==> src/rtl/multiplexador_arbitrado_if.sv <==
// multiplexador_arbitrado_if -- handshake bundle for the arbitrated 2:1 merger.
//   in1_valid/in1_data/in1_ready : producer channel 1 (valid/ready)
//   in2_valid/in2_data/in2_ready : producer channel 2 (valid/ready)
//   out_valid/out_data/out_source/out_ready : registered output towards the consumer
// Modports:
//   slave  : the merger itself (accepts producer words, drives the output register)
//   master : the environment (producers and consumer)
interface multiplexador_arbitrado_if #(
  parameter int unsigned data_bits     = 32,
  parameter int unsigned in1_bits_size = 32,
  parameter int unsigned in2_bits_size = 32
);
  logic                     in1_valid;
  logic [in1_bits_size-1:0] in1_data;
  logic                     in1_ready;
  logic                     in2_valid;
  logic [in2_bits_size-1:0] in2_data;
  logic                     in2_ready;
  logic                     out_valid;
  logic [data_bits-1:0]     out_data;
  logic                     out_source;
  logic                     out_ready;

  modport slave (
    input  in1_valid, in1_data, in2_valid, in2_data, out_ready,
    output in1_ready, in2_ready, out_valid, out_data, out_source
  );

  modport master (
    output in1_valid, in1_data, in2_valid, in2_data, out_ready,
    input  in1_ready, in2_ready, out_valid, out_data, out_source
  );
endinterface

==> src/rtl/multiplexador_arbitrado.sv <==
// multiplexador_arbitrado -- merges two valid/ready producers onto one registered
// output word tagged with its source (0 = channel 1, 1 = channel 2).
// Ports:
//   clk   : system clock, rising edge
//   reset : asynchronous, active-high
//   bus   : multiplexador_arbitrado_if.slave (in1_*, in2_*, out_*)
// Arbitration is round-robin on contention (channel 1 wins the first one after
// reset). Define MULTIPLEXADOR_FIXED_PRIORITY_EN for fixed priority to channel 1.
// Narrow input words are zero-extended to data_bits.
module multiplexador_arbitrado #(
  parameter int unsigned data_bits     = 32,
  parameter int unsigned in1_bits_size = 32,
  parameter int unsigned in2_bits_size = 32
) (
  input  logic                        clk,
  input  logic                        reset,
  multiplexador_arbitrado_if.slave    bus
);

  typedef enum logic {EMPTY, FULL} state_t;

  state_t               state, state_next;
  logic [data_bits-1:0] data_q;
  logic                 source_q;
  logic [data_bits-1:0] ext1, ext2;
  logic                 can_load;
  logic                 ready1, ready2;
  logic                 xfer1, xfer2;
  logic                 take;

`ifndef MULTIPLEXADOR_FIXED_PRIORITY_EN
  // 0 = channel 1 won the last transfer, 1 = channel 2
  logic                 last_grant;
`endif

  always_comb begin
    ext1 = '0;
    ext2 = '0;
    ext1[in1_bits_size-1:0] = bus.in1_data;
    ext2[in2_bits_size-1:0] = bus.in2_data;
  end

  // Each ready is computed from the other channel's valid only, so a producer
  // never sees its own valid fed back into its ready.
  always_comb begin
    can_load = (state == EMPTY) || bus.out_ready;
`ifdef MULTIPLEXADOR_FIXED_PRIORITY_EN
    ready1 = can_load;
    ready2 = can_load && !bus.in1_valid;
`else
    ready1 = can_load && (!bus.in2_valid ||  last_grant);
    ready2 = can_load && (!bus.in1_valid || !last_grant);
`endif
    xfer1 = bus.in1_valid && ready1;
    xfer2 = bus.in2_valid && ready2;
    take  = (state == FULL) && bus.out_ready;

    state_next = state;
    unique case (state)
      EMPTY: if (xfer1 || xfer2)            state_next = FULL;
      FULL:  if (take && !(xfer1 || xfer2)) state_next = EMPTY;
      default:                              state_next = EMPTY;
    endcase
  end

  always_comb begin
    bus.in1_ready  = ready1;
    bus.in2_ready  = ready2;
    bus.out_valid  = (state == FULL);
    bus.out_data   = data_q;
    bus.out_source = source_q;
  end

  always_ff @(posedge clk or posedge reset) begin
    if (reset) state <= EMPTY;
    else       state <= state_next;
  end

  always_ff @(posedge clk or posedge reset) begin
    if (reset) begin
      data_q   <= '0;
      source_q <= 1'b0;
    end else if (xfer1) begin
      data_q   <= ext1;
      source_q <= 1'b0;
    end else if (xfer2) begin
      data_q   <= ext2;
      source_q <= 1'b1;
    end
  end

`ifndef MULTIPLEXADOR_FIXED_PRIORITY_EN
  always_ff @(posedge clk or posedge reset) begin
    if (reset)      last_grant <= 1'b1;
    else if (xfer1) last_grant <= 1'b0;
    else if (xfer2) last_grant <= 1'b1;
  end
`endif

endmodule

==> src/flat_wrapper.sv <==
// flat-port wrapper written by rule: the top's interface ports become plain ports
module multiplexador_arbitrado_flat 
#(
  parameter int unsigned data_bits     = 32,
  parameter int unsigned in1_bits_size = 32,
  parameter int unsigned in2_bits_size = 32
)
  (clk, reset, bus_in1_valid, bus_in1_data, bus_in2_valid, bus_in2_data, bus_out_ready, bus_in1_ready, bus_in2_ready, bus_out_valid, bus_out_data, bus_out_source);
  multiplexador_arbitrado_if #(.data_bits(data_bits), .in1_bits_size(in1_bits_size), .in2_bits_size(in2_bits_size)) bus_i ();
  input  logic clk;
  input  logic reset;
  input wire logic [$bits(bus_i.in1_valid)-1:0] bus_in1_valid;
  input wire logic [$bits(bus_i.in1_data)-1:0] bus_in1_data;
  input wire logic [$bits(bus_i.in2_valid)-1:0] bus_in2_valid;
  input wire logic [$bits(bus_i.in2_data)-1:0] bus_in2_data;
  input wire logic [$bits(bus_i.out_ready)-1:0] bus_out_ready;
  output wire logic [$bits(bus_i.in1_ready)-1:0] bus_in1_ready;
  output wire logic [$bits(bus_i.in2_ready)-1:0] bus_in2_ready;
  output wire logic [$bits(bus_i.out_valid)-1:0] bus_out_valid;
  output wire logic [$bits(bus_i.out_data)-1:0] bus_out_data;
  output wire logic [$bits(bus_i.out_source)-1:0] bus_out_source;
  assign bus_i.in1_valid = bus_in1_valid;
  assign bus_i.in1_data = bus_in1_data;
  assign bus_i.in2_valid = bus_in2_valid;
  assign bus_i.in2_data = bus_in2_data;
  assign bus_i.out_ready = bus_out_ready;
  assign bus_in1_ready = bus_i.in1_ready;
  assign bus_in2_ready = bus_i.in2_ready;
  assign bus_out_valid = bus_i.out_valid;
  assign bus_out_data = bus_i.out_data;
  assign bus_out_source = bus_i.out_source;
  multiplexador_arbitrado #(.data_bits(data_bits), .in1_bits_size(in1_bits_size), .in2_bits_size(in2_bits_size)) u_core (.clk(clk), .reset(reset), .bus(bus_i));
endmodule
==> config.mk <==
export PLATFORM = sky130hd
export DESIGN_NAME = multiplexador_arbitrado_flat
export DESIGN_NICKNAME = d
export VERILOG_FILES = /design/src/rtl/multiplexador_arbitrado_if.sv /design/src/rtl/multiplexador_arbitrado.sv /design/src/flat_wrapper.sv
export SDC_FILE = /design/constraint.sdc
export NUM_CORES = 1
export LEC_CHECK = 0
export CAP_MARGIN = 5
export CORE_MARGIN = 8
export CORE_UTILIZATION = 43
export DETAILED_ROUTE_END_ITERATION = 7
export PLACE_DENSITY = 0.86
export SLEW_MARGIN = 20
export SYNTH_ARGS = -nofsm -noshare
export SYNTH_HDL_FRONTEND = slang
export SYNTH_SLANG_ARGS = --single-unit
==> constraint.sdc <==
create_clock -name clk -period 3.6 [get_ports clk]
set_input_delay 0.36 -clock clk [delete_from_list [all_inputs] [get_ports clk]]
set_output_delay 0.36 -clock clk [all_outputs]
set_load 0.01 [all_outputs]
# Yosys cells after proc, flatten, opt, wreduce, memory -nomap -nowiden
# Cells that the tools add are included.
[classes] n_mux=7 n_bitwise=1 n_reduce_logical=15
[ops] op="$mux 32" n=2
[ops] op="$logic_and 1x1->1" n=6
[ops] op="$logic_not 1->1" n=4
[ops] op="$logic_or 1x1->1" n=4
[ops] op="$mux 1" n=4
[ops] op="$pmux 1 s2" n=1
[ops] op="$reduce_bool 2->1" n=1
[ops] op="$not 1->1" n=1
[word_totals] reg_bits=35 inputBits=69 output_inout_bits=36

# Longest topological paths before layout
# Gate-level depths: netlist of the first run.
[logic_depth] depth_word=9 ltp_mapped=6 depth_no_buf=3

# Worst setup path after synthesis of the first run
# Ideal clock, no wire load.
[synth_path] path_type="reg2out" from="register u_core.last_grant" to="output bus_in1_ready" stages_incl_launch_ff=5 t_arrival_ns=1.198 path_slack_ns=2.042 t_required_ns=3.240 path_cell_list="dfstp_2 nand2b_1 buf_6 clkbuf_1 and2_1"
[synth_between] elab_chain_len=2
[synth_rtl] item="start, declared" line="multiplexador_arbitrado.sv:33" source="logic last_grant;"
[synth_rtl] item="start signal, assigned" line="multiplexador_arbitrado.sv:94" source="if (reset) last_grant <= 1'b1;"
[synth_rtl] item="start signal, assigned" line="multiplexador_arbitrado.sv:95" source="else if (xfer1) last_grant <= 1'b0;"
[synth_rtl] item="start signal, assigned" line="multiplexador_arbitrado.sv:96" source="else if (xfer2) last_grant <= 1'b1;"
[synth_rtl] item="$logic_or 1x1->1" line="multiplexador_arbitrado.sv:51" source="ready1 = can_load && (!bus.in2_valid || last_grant);"
[synth_rtl] item="$logic_and 1x1->1" line="multiplexador_arbitrado.sv:51"
[synth_rtl] item="end, declared" line="flat_wrapper.sv:17" source="output wire logic [$bits(bus_i.in1_ready)-1:0] bus_in1_ready;"
# Every way passes these cells.

# Worst setup path in the final report of the first run
[layout_path] from="input bus_in2_valid" to="output bus_in1_ready"
[layout_between] elab_chain_len=3
[layout_rtl] item="start, declared" line="flat_wrapper.sv:14" source="input wire logic [$bits(bus_i.in2_valid)-1:0] bus_in2_valid;"
[layout_rtl] item="$logic_not 1->1" line="multiplexador_arbitrado.sv:51"
[layout_rtl] item="$logic_or 1x1->1" line="multiplexador_arbitrado.sv:51"
[layout_rtl] item="$logic_and 1x1->1" line="multiplexador_arbitrado.sv:51"
# Every way passes these cells.

==> flow_summary.html, run 1 <==
<table>
<tr><th>Metric</th><th>Value</th></tr>
<tr><th colspan="2">Outcome</th></tr>
<tr><td>Run status</td><td>finished, final reports clean</td></tr>
<tr><th colspan="2">Timing</th></tr>
<tr><td>Highest clock frequency the design can meet</td><td>419 MHz</td></tr>
<tr><td>Max-slew violation count</td><td>0</td></tr>
<tr><td>Portion of the clock cycle consumed by the worst path in the final layout</td><td>0.662</td></tr>
<tr><td>TNS Setup</td><td>0 ns</td></tr>
<tr><td>Endpoints failing hold</td><td>0</td></tr>
<tr><td>Total setup violations reported at the end of the flow</td><td>0</td></tr>
<tr><td>Final setup skew</td><td>0.00540 ns</td></tr>
<tr><td>Period minus WS final</td><td>2.38 ns</td></tr>
<tr><td>Relative slew slack</td><td>0.538</td></tr>
<tr><td>Slew @ Worst Pin</td><td>0.691 ns</td></tr>
<tr><td>RSZ-0062 raised after global routing</td><td>false</td></tr>
<tr><th colspan="2">Floorplan</th></tr>
<tr><td>Area enclosed by the die boundary</td><td>0.00729 sq mm</td></tr>
<tr><td>Core Box Area</td><td>0.00469 sq mm</td></tr>
<tr><td>Vertical extent of the die</td><td>85.4 um</td></tr>
<tr><td>Total I/O pin count</td><td>105</td></tr>
<tr><td>Floorplan row count</td><td>25</td></tr>
<tr><td>Initial standard-cell utilization of the core</td><td>0.441</td></tr>
<tr><td>Die span in x</td><td>85.4 um</td></tr>
<tr><th colspan="2">Global route</th></tr>
<tr><td>Met1 GRT Util</td><td>0.216</td></tr>
<tr><td>Maximum number of pins on one net before global-route repair</td><td>39</td></tr>
<tr><td>Number of antenna violations at the first check in global routing</td><td>0</td></tr>
<tr><td>Met2 capacity usage during global routing</td><td>0.310</td></tr>
<tr><td>Via count of the first global-routing pass</td><td>between 2000 and 2500</td></tr>
<tr><td>Overflow after GRT</td><td>0</td></tr>
<tr><td>GR Util met3</td><td>0.0560</td></tr>
<tr><td>Most used routing layer in global routing</td><td>met2</td></tr>
<tr><td>Total GRT Usage</td><td>0.182</td></tr>
<tr><td>First-pass GRT wire length</td><td>10600 um</td></tr>
<tr><th colspan="2">Critical path</th></tr>
<tr><td>CP max FO</td><td>11</td></tr>
<tr><td>Arrival time worst endpoint</td><td>2.02 ns</td></tr>
<tr><td>Required arrival time at the worst endpoint</td><td>between 3 and 4 ns</td></tr>
<tr><td>Cell with the most instances on the worst path</td><td>clkdlybuf4s50_1</td></tr>
<tr><td>Setup CP Type</td><td>input port to output pin</td></tr>
<tr><td>Worst path cell trace</td><td>clkdlybuf4s50_1 &gt; nand2b_1 &gt; and2_1 &gt; clkdlybuf4s50_1</td></tr>
<tr><td>Critical Path Sink Type</td><td>output pin</td></tr>
<tr><td>R2R setup slack</td><td>between 1.5 and 2 ns</td></tr>
<tr><td>Startpoint kind of the worst setup timing path</td><td>input port</td></tr>
<tr><td>Slowest-stage cell, CP</td><td>clkdlybuf4s50_1</td></tr>
<tr><td>Number of cells on the worst reg-to-reg path</td><td>3</td></tr>
<tr><td>Biggest cell delay along the critical path</td><td>between 0.6 and 0.7 ns</td></tr>
<tr><th colspan="2">Logic synthesis</th></tr>
<tr><td>Most common cell in the synthesized netlist</td><td>dfrtp_1</td></tr>
<tr><td>Library cell with the largest summed area after synthesis</td><td>dfrtp_1</td></tr>
<tr><td>Syn nets</td><td>271</td></tr>
<tr><td>Register area share after synthesis</td><td>0.424</td></tr>
<tr><td>Share of flip-flops with an asynchronous set or reset</td><td>1.00</td></tr>
<tr><td>Distinct cell type count after synthesis</td><td>20</td></tr>
<tr><td>Post-Syn Area</td><td>0.00207 sq mm</td></tr>
<tr><td>Synth top area share</td><td>0.411</td></tr>
<tr><td>Commonest cells in the netlist</td><td>dfrtp_1, inv_1, nand4_1</td></tr>
<tr><td>Top cells by area, synth</td><td>dfrtp_1, o311ai_2, nand4_1</td></tr>
<tr><td>Yosys warns</td><td>0</td></tr>
<tr><td>Number of register bits inferred by synthesis</td><td>35</td></tr>
<tr><td>Post-Synthesis Cells</td><td>202</td></tr>
<tr><td>EDFF count, synth</td><td>0</td></tr>
<tr><td>Avg Inst Size Synth</td><td>10.3 sq um</td></tr>
<tr><td>Flip-flop cell with the highest count after synthesis</td><td>dfrtp_1</td></tr>
<tr><th colspan="2">Cells and area</th></tr>
<tr><td>Number of nets in the final layout</td><td>between 300 and 400</td></tr>
<tr><td>Layout overhead on the synthesized area</td><td>54.0%</td></tr>
<tr><td>Antenna cells</td><td>0</td></tr>
<tr><td>End-of-flow core utilization</td><td>0.679</td></tr>
<tr><td>Fill count</td><td>372</td></tr>
<tr><td>Fraction of final layout cells with drive strength greater than 1</td><td>0.156</td></tr>
<tr><th colspan="2">Placed design</th></tr>
<tr><td>DP Wirelength</td><td>4870 um</td></tr>
<tr><td>Port Buffer Count</td><td>104</td></tr>
<tr><td>Placer Congestion</td><td>0.773</td></tr>
<tr><th colspan="2">Routing</th></tr>
<tr><td>DR DRC count</td><td>0</td></tr>
<tr><td>Post-detailed-route count of antenna-violating nets</td><td>0</td></tr>
<tr><td>First DRT Iteration DRCs</td><td>between 100 and 150</td></tr>
<tr><td>First drt pass iteration count</td><td>4</td></tr>
<tr><td>Detailed-route wire length</td><td>6820 um</td></tr>
<tr><td>Vias</td><td>~2000</td></tr>
<tr><td>Average vias per placed instance</td><td>5.73</td></tr>
<tr><td>Final routed wire length divided by cell count</td><td>19.6 um</td></tr>
<tr><th colspan="2">Worst hold path</th></tr>
<tr><td>Type of the most critical hold path</td><td>input port to async pin</td></tr>
<tr><th colspan="2">Clock tree</th></tr>
<tr><td>Longest Clk Path Bufs</td><td>2</td></tr>
<tr><td>Root Buffer</td><td>clkbuf_8</td></tr>
<tr><td>TritonCTS clock tree</td><td>yes</td></tr>
<tr><td>Clock Pin Slew Worst Setup and Hold Paths</td><td>0.07 ns</td></tr>
<tr><td>Clock insertion delay at the later pin of the skew report</td><td>about 0.28 ns</td></tr>
<tr><td>TritonCTS buffer count</td><td>5</td></tr>
<tr><td># H-tree levels</td><td>2</td></tr>
<tr><td>Count of clock tree sinks</td><td>35</td></tr>
<tr><td>Setup Buffers After CTS</td><td>0</td></tr>
<tr><td>CTS-repair resized insts</td><td>0</td></tr>
<tr><td>CTS hold repair buffers</td><td>0</td></tr>
<tr><th colspan="2">Power</th></tr>
<tr><td>Total chip power</td><td>1.25 mW</td></tr>
<tr><td>Cell leakage power</td><td>1.26 nW</td></tr>
<tr><td>Worst vdd ir</td><td>0.000274 V</td></tr>
<tr><td>Power density relative to cell area</td><td>392 mW/mm^2</td></tr>
<tr><th colspan="2">Job</th></tr>
<tr><td>Max capacitance violation total</td><td>0</td></tr>
</table>
-- final cells by class --
| cell class | instances | area [sq um] | share of cell area |
|---|---|---|---|
| repair buffers | 110 | 1090 | 0.341 |
| multi-input cells | 109 | 953 | 0.299 |
| flip-flops and latches | 35 | 877 | 0.275 |
| inverters | 33 | 124 | 0.0389 |
| clock buffers | 8 | 80.1 | 0.0251 |
| well taps | 54 | 67.6 | 0.0212 |
-- critical path: cells and delay by family --
| kind | cells | cell delay (ns) |
|---|---|---|
| and+or+nand+nor | 2 | 0.57 |
| buffers and inverters | 2 | 1.09 |
-- stage by stage --
stage / cell area [sq um] / instances / worst slack (ns) / hold slack [ns]
CTS: 3180 / 349 / 0.906 / 0.498
finish: 3190 / 349 / 1.22 / 0.483
global placement: 3100 / 341 / 0.935 / 0.490
global route: 3190 / 349 / 1.15 / 0.537
floorplan: 2070 / 202 / 2.04 / 0.508
detailed placement: 3100 / 341 / 0.929 / 0.499
-- path summary, 6_finish.rpt --
check,startpoint,end
setup / recovery,bus_in2_valid,bus_in1_ready
hold / removal,reset,u_core.bus.out_data[26]
setup reg to reg,u_core.last_grant,u_core.bus.out_data[18]
hold reg to reg,u_core.bus.out_data[16],u_core.bus.out_data[16]
max in group asynchronous,reset,u_core.bus.out_data[19]
min in group clk,u_core.bus.out_data[16],u_core.bus.out_data[16]
-- state kept, by name, summed over array words and instances (netlist names) --
signal                 cells
u_core.last_grant          1
u_core.bus.out_source      1
u_core.bus.out_data       32
u_core.bus.out_valid       1
-- cell usage in the layout, fill, tap and decap left out --
cell type        synthesis  layout
o21ai_1                  4       3
o21ai_4                  0       1
inv_2                    0       1
dfstp_2                  1       1
a31oi_1                  1       1
nor2b_4                  0       1
dfrtp_1                 34      34
clkdlybuf4s50_1          0     104
buf_4                    0       6
clkbuf_1                14       3
and3_4                   1       1
clkbuf_8                 0       5
nor2_1                   2       1
inv_1                   33      32
o311ai_2                29      29
and2_1                   1       1
nor2_2                   0       1
nand2b_1                 2       2
o311ai_1                 3       3
nand4_1                 32      32
nand2_1                  1       1
a21oi_1                  3       3
o21ai_0                 29      29
-- where the power goes --
| group | leakage (nW) | switching, mW | internal [mW] | total, mW |
|---|---|---|---|---|
| Combinational | 0.813 | 0.218 | 0.266 | 0.484 |
| Sequential | 0.413 | 0.0353 | 0.463 | 0.499 |
| Clock | 0.0395 | 0.131 | 0.137 | 0.268 |
| Total | 1.26 | 0.384 | 0.867 | 1.25 |
-- cell families after synthesis --
family          count (synthesis)  synth area share
compound gates                 69             0.331
buf+inv                        58             0.126
flops                          35             0.424
simple gates                   40             0.120
-- routing by layer --
metal  vias up  share of wire
li1        940              -
met1       971           0.40
met2        82           0.51
met3         8          0.072
met4         0          0.015
met5         -              0
Note: power is estimated with default switching activity, not from simulation.
==> inputs of run 2 (changes only) <==
--- a/config.mk
+++ b/config.mk
@@ -7,9 +7,9 @@
 export LEC_CHECK = 0
 export CAP_MARGIN = 5
 export CORE_MARGIN = 8
-export CORE_UTILIZATION = 43
+export CORE_UTILIZATION = 36
 export DETAILED_ROUTE_END_ITERATION = 7
-export PLACE_DENSITY = 0.86
+export PLACE_DENSITY = 0.76
 export SLEW_MARGIN = 20
 export SYNTH_ARGS = -nofsm -noshare
 export SYNTH_HDL_FRONTEND = slang
==> constraint.sdc (replaced) <==
create_clock -name clk -period 2 [get_ports clk]
set_input_delay 0.2 -clock clk [delete_from_list [all_inputs] [get_ports clk]]
set_output_delay 0.2 -clock clk [all_outputs]
set_load 0.01 [all_outputs]
==> run 2 against run 1 <==
  * Clock power rose by 85%
  * Flip-flop and latch count stayed put
  * Cell area up 3.6%
  * Sequential share of layout area fell by 0.95 points
  * Utilization down 8.3 points
  * Worst hold slack lost 0.15 ns
  * Count of clock-buffer cells in the layout is 3 lower
  * Non-clock buffer count grew 8
  * Largest power group unchanged
==> flow_summary.html, run 2 (synthesis results as in run 1) <==
<table>
<tr><th>Metric</th><th>Value</th></tr>
<tr><th colspan="2">Critical path</th></tr>
<tr><td>Critical Path Sink Type</td><td>output pin</td></tr>
<tr><td>Number of cells on the worst reg-to-reg path</td><td>4 (+1)</td></tr>
<tr><td>Arrival time worst endpoint</td><td>1.68 ns (-0.34 ns)</td></tr>
<tr><td>R2R setup slack</td><td>0.51 ns (-1.20 ns)</td></tr>
<tr><td>Setup CP Type</td><td>flop to output pin</td></tr>
<tr><td>CP Launch Point</td><td>u_core.last_grant</td></tr>
<tr><td>Required arrival time at the worst endpoint</td><td>1.80 ns (-1.44 ns)</td></tr>
<tr><td>CP max FO</td><td>4 (-7)</td></tr>
<tr><td>Destination of the worst register-to-register timing path</td><td>u_core.bus.out_data[21]</td></tr>
<tr><td>Worst flop-to-flop path startpoint</td><td>u_core.last_grant</td></tr>
<tr><td>End of the critical path</td><td>bus_in1_ready</td></tr>
<tr><td>Startpoint kind of the worst setup timing path</td><td>flop</td></tr>
<tr><th colspan="2">Clock tree</th></tr>
<tr><td>Clock insertion delay at the later pin of the skew report</td><td>0.28 ns (about the same)</td></tr>
<tr><td>TritonCTS clock tree</td><td>yes</td></tr>
<tr><td>Clock Pin Slew Worst Setup and Hold Paths</td><td>0.07 ns (about the same)</td></tr>
<tr><td>Count of clock tree sinks</td><td>35 (unchanged)</td></tr>
<tr><td># H-tree levels</td><td>2 (unchanged)</td></tr>
<tr><td>Setup Buffers After CTS</td><td>0 (unchanged)</td></tr>
<tr><td>Root Buffer</td><td>clkbuf_8</td></tr>
<tr><td>TritonCTS buffer count</td><td>5 (unchanged)</td></tr>
<tr><td>Longest Clk Path Bufs</td><td>2 (unchanged)</td></tr>
<tr><th colspan="2">Cells and area</th></tr>
<tr><td>Layout overhead on the synthesized area</td><td>59.5%</td></tr>
<tr><td>Antenna cells</td><td>0 (unchanged)</td></tr>
<tr><td>Max FFs per register</td><td>32 (unchanged)</td></tr>
<tr><td>Most used cells in the layout excluding fill and tap cells</td><td>clkdlybuf4s50_1, dfrtp_1, inv_1</td></tr>
<tr><td>Commonest non-fill, non-tap cell in the layout</td><td>clkdlybuf4s50_1</td></tr>
<tr><td>Fraction of final layout cells with drive strength greater than 1</td><td>0.188 (+0.0322)</td></tr>
<tr><td>End-of-flow core utilization</td><td>0.596 (-0.0835)</td></tr>
<tr><td>Number of nets in the final layout</td><td>371 (+2.2%)</td></tr>
<tr><th colspan="2">Floorplan</th></tr>
<tr><td>Core Box Area</td><td>0.00554 sq mm (+18%)</td></tr>
<tr><td>Initial standard-cell utilization of the core</td><td>0.374 (-0.0676)</td></tr>
<tr><td>Vertical extent of the die</td><td>91.8 um (+7.5%)</td></tr>
<tr><td>Die span in x</td><td>91.8 um (+7.5%)</td></tr>
<tr><td>Area enclosed by the die boundary</td><td>0.00843 sq mm (+16%)</td></tr>
<tr><td>Floorplan row count</td><td>27 (+8.0%)</td></tr>
<tr><td>Total I/O pin count</td><td>105 (unchanged)</td></tr>
<tr><th colspan="2">Global route</th></tr>
<tr><td>Via count of the first global-routing pass</td><td>2234 (+6.3%)</td></tr>
<tr><td>GR Util met3</td><td>0.0570 (+0.00107)</td></tr>
<tr><td>First-pass GRT wire length</td><td>11500 um (+8.1%)</td></tr>
<tr><td>Overflow after GRT</td><td>0 (unchanged)</td></tr>
<tr><td>Maximum number of pins on one net before global-route repair</td><td>36 (-7.7%)</td></tr>
<tr><td>Number of antenna violations at the first check in global routing</td><td>0 (unchanged)</td></tr>
<tr><td>Most used routing layer in global routing</td><td>met2</td></tr>
<tr><td>Total GRT Usage</td><td>0.166 (-0.0160)</td></tr>
<tr><td>Met1 GRT Util</td><td>0.197 (-0.0189)</td></tr>
<tr><td>Met2 capacity usage during global routing</td><td>0.279 (-0.0315)</td></tr>
<tr><th colspan="2">Routing</th></tr>
<tr><td>Post-detailed-route count of antenna-violating nets</td><td>0 (unchanged)</td></tr>
<tr><td>First drt pass iteration count</td><td>4 (unchanged)</td></tr>
<tr><td>Average vias per placed instance</td><td>5.51 (-3.8%)</td></tr>
<tr><td>Detailed-route wire length</td><td>6950 um (+1.8%)</td></tr>
<tr><td>First DRT Iteration DRCs</td><td>99 (-24%)</td></tr>
<tr><td>DR DRC count</td><td>0 (unchanged)</td></tr>
<tr><td>Final routed wire length divided by cell count</td><td>18.5 um (-5.3%)</td></tr>
<tr><td>Vias</td><td>2068 (+3.3%)</td></tr>
<tr><th colspan="2">Timing</th></tr>
<tr><td>TNS Setup</td><td>0 ns (unchanged)</td></tr>
<tr><td>Total setup violations reported at the end of the flow</td><td>0 (unchanged)</td></tr>
<tr><td>Slew @ Worst Pin</td><td>0.460 ns (-0.232 ns)</td></tr>
<tr><td>Final worst setup slack</td><td>0.125 ns (-1.09 ns)</td></tr>
<tr><td>Endpoints failing hold</td><td>0 (unchanged)</td></tr>
<tr><td>Portion of the clock cycle consumed by the worst path in the final layout</td><td>0.938</td></tr>
<tr><td>Highest clock frequency the design can meet</td><td>533 MHz</td></tr>
<tr><td>Period minus WS final</td><td>1.88 ns</td></tr>
<tr><td>Final setup skew</td><td>0.00277 ns (-0.00263 ns)</td></tr>
<tr><td>Relative slew slack</td><td>0.694 (+0.156)</td></tr>
<tr><td>Max-slew violation count</td><td>0 (unchanged)</td></tr>
<tr><td>RSZ-0062 raised after global routing</td><td>false</td></tr>
<tr><th colspan="2">Job</th></tr>
<tr><td>Max capacitance violation total</td><td>0 (unchanged)</td></tr>
<tr><th colspan="2">Placed design</th></tr>
<tr><td>DP Wirelength</td><td>5060 um (+3.8%)</td></tr>
<tr><td>Placer Congestion</td><td>0.770 (-0.38%)</td></tr>
<tr><td>Port Buffer Count</td><td>104 (unchanged)</td></tr>
<tr><td>Placement-stage worst setup slack</td><td>0.170 ns (-0.759 ns)</td></tr>
<tr><th colspan="2">Outcome</th></tr>
<tr><td>Run status</td><td>finished, final reports clean</td></tr>
<tr><th colspan="2">Power</th></tr>
<tr><td>Worst vdd ir</td><td>0.000383 V (+40%)</td></tr>
<tr><td>Cell leakage power</td><td>1.32 nW (+4.4%)</td></tr>
<tr><td>Power density relative to cell area</td><td>695 mW/mm^2 (+77%)</td></tr>
<tr><th colspan="2">Worst hold path</th></tr>
<tr><td>Type of the most critical hold path</td><td>input port to async pin</td></tr>
</table>
[run 2: cell types whose count changed in the layout (fill, tap and decap cells not counted)]
| cell | delta |
|---|---|
| buf_12 | +2 |
| buf_4 | +6 |
| clkbuf_1 | -3 |
| clkinv_2 | +3 |
| inv_1 | +1 |
| inv_2 | -1 |
| nand2b_1 | -1 |
| nand2b_4 | +1 |
| nor2b_2 | +1 |
| nor2b_4 | -1 |
[run 2: cell type report]
class,count,area [sq um]
multi-input combinational,109,956
tap,72,90.1
timing repair buffer,118,1170
clock buffer,5,68.8
sequential,35,877
clock inverter,3,15.0
fill,475,2240
inverter,33,124
[run 2: through the flow]
step | std cells | hold WS (ns) | total power, mW | instance area [sq um]
finish | 375 | 0.332 | 2.29 | 3300
global route | 375 | 0.404 | 2.43 | 3300
CTS | 375 | 0.341 | 2.31 | 3290
detailed placement | 367 | 0.497 | 1.82 | 3210
global placement | 367 | 0.487 | 1.79 | 3210
floorplan | 202 | 0.350 | 1.32 | 2070
[run 2: power breakdown]
part	leakage, nW	total, mW	switching [mW]	internal, mW
clock	0.0477	0.497	0.259	0.238
sequential	0.413	0.901	0.0672	0.834
combinational	0.860	0.897	0.390	0.506
total	1.32	2.29	0.716	1.58
[run 2: how the worst min path moves through the flow]
stage	slack, ns	endpoint	depth (start not counted)
after floorplan	0.35	u_core.bus.out_data[0]	1
after global placement	0.49	u_core.bus.out_data[18]	2
after detailed placement	0.50	u_core.bus.out_data[18]	2
after CTS	0.34	u_core.bus.out_data[14]	3
after global routing	0.40	u_core.bus.out_data[3]	3
final	0.33	u_core.bus.out_data[13]	3
[run 2: layer usage]
metal / part of all wire / wire length, um
met1: 0.40 / 2770
met2: 0.50 / 3470
met3: 0.086 / 594
met4: 0.016 / 113
met5: 0 / 0
[run 2: worst max-delay path, cell delays in order, from the launching register on]
cell and delay (ns):
dfstp_2 0.56, nand2b_4 0.14, and2_1 0.15, clkdlybuf4s50_1 0.54
[run 2: repair_timing]
| action | 4_1_cts | 5_1_grt |
|---|---|---|
| setup endpoints to repair | 0 | 1 |
| resized for setup | 0 | 1 |
| hold buffers | 0 | 0 |
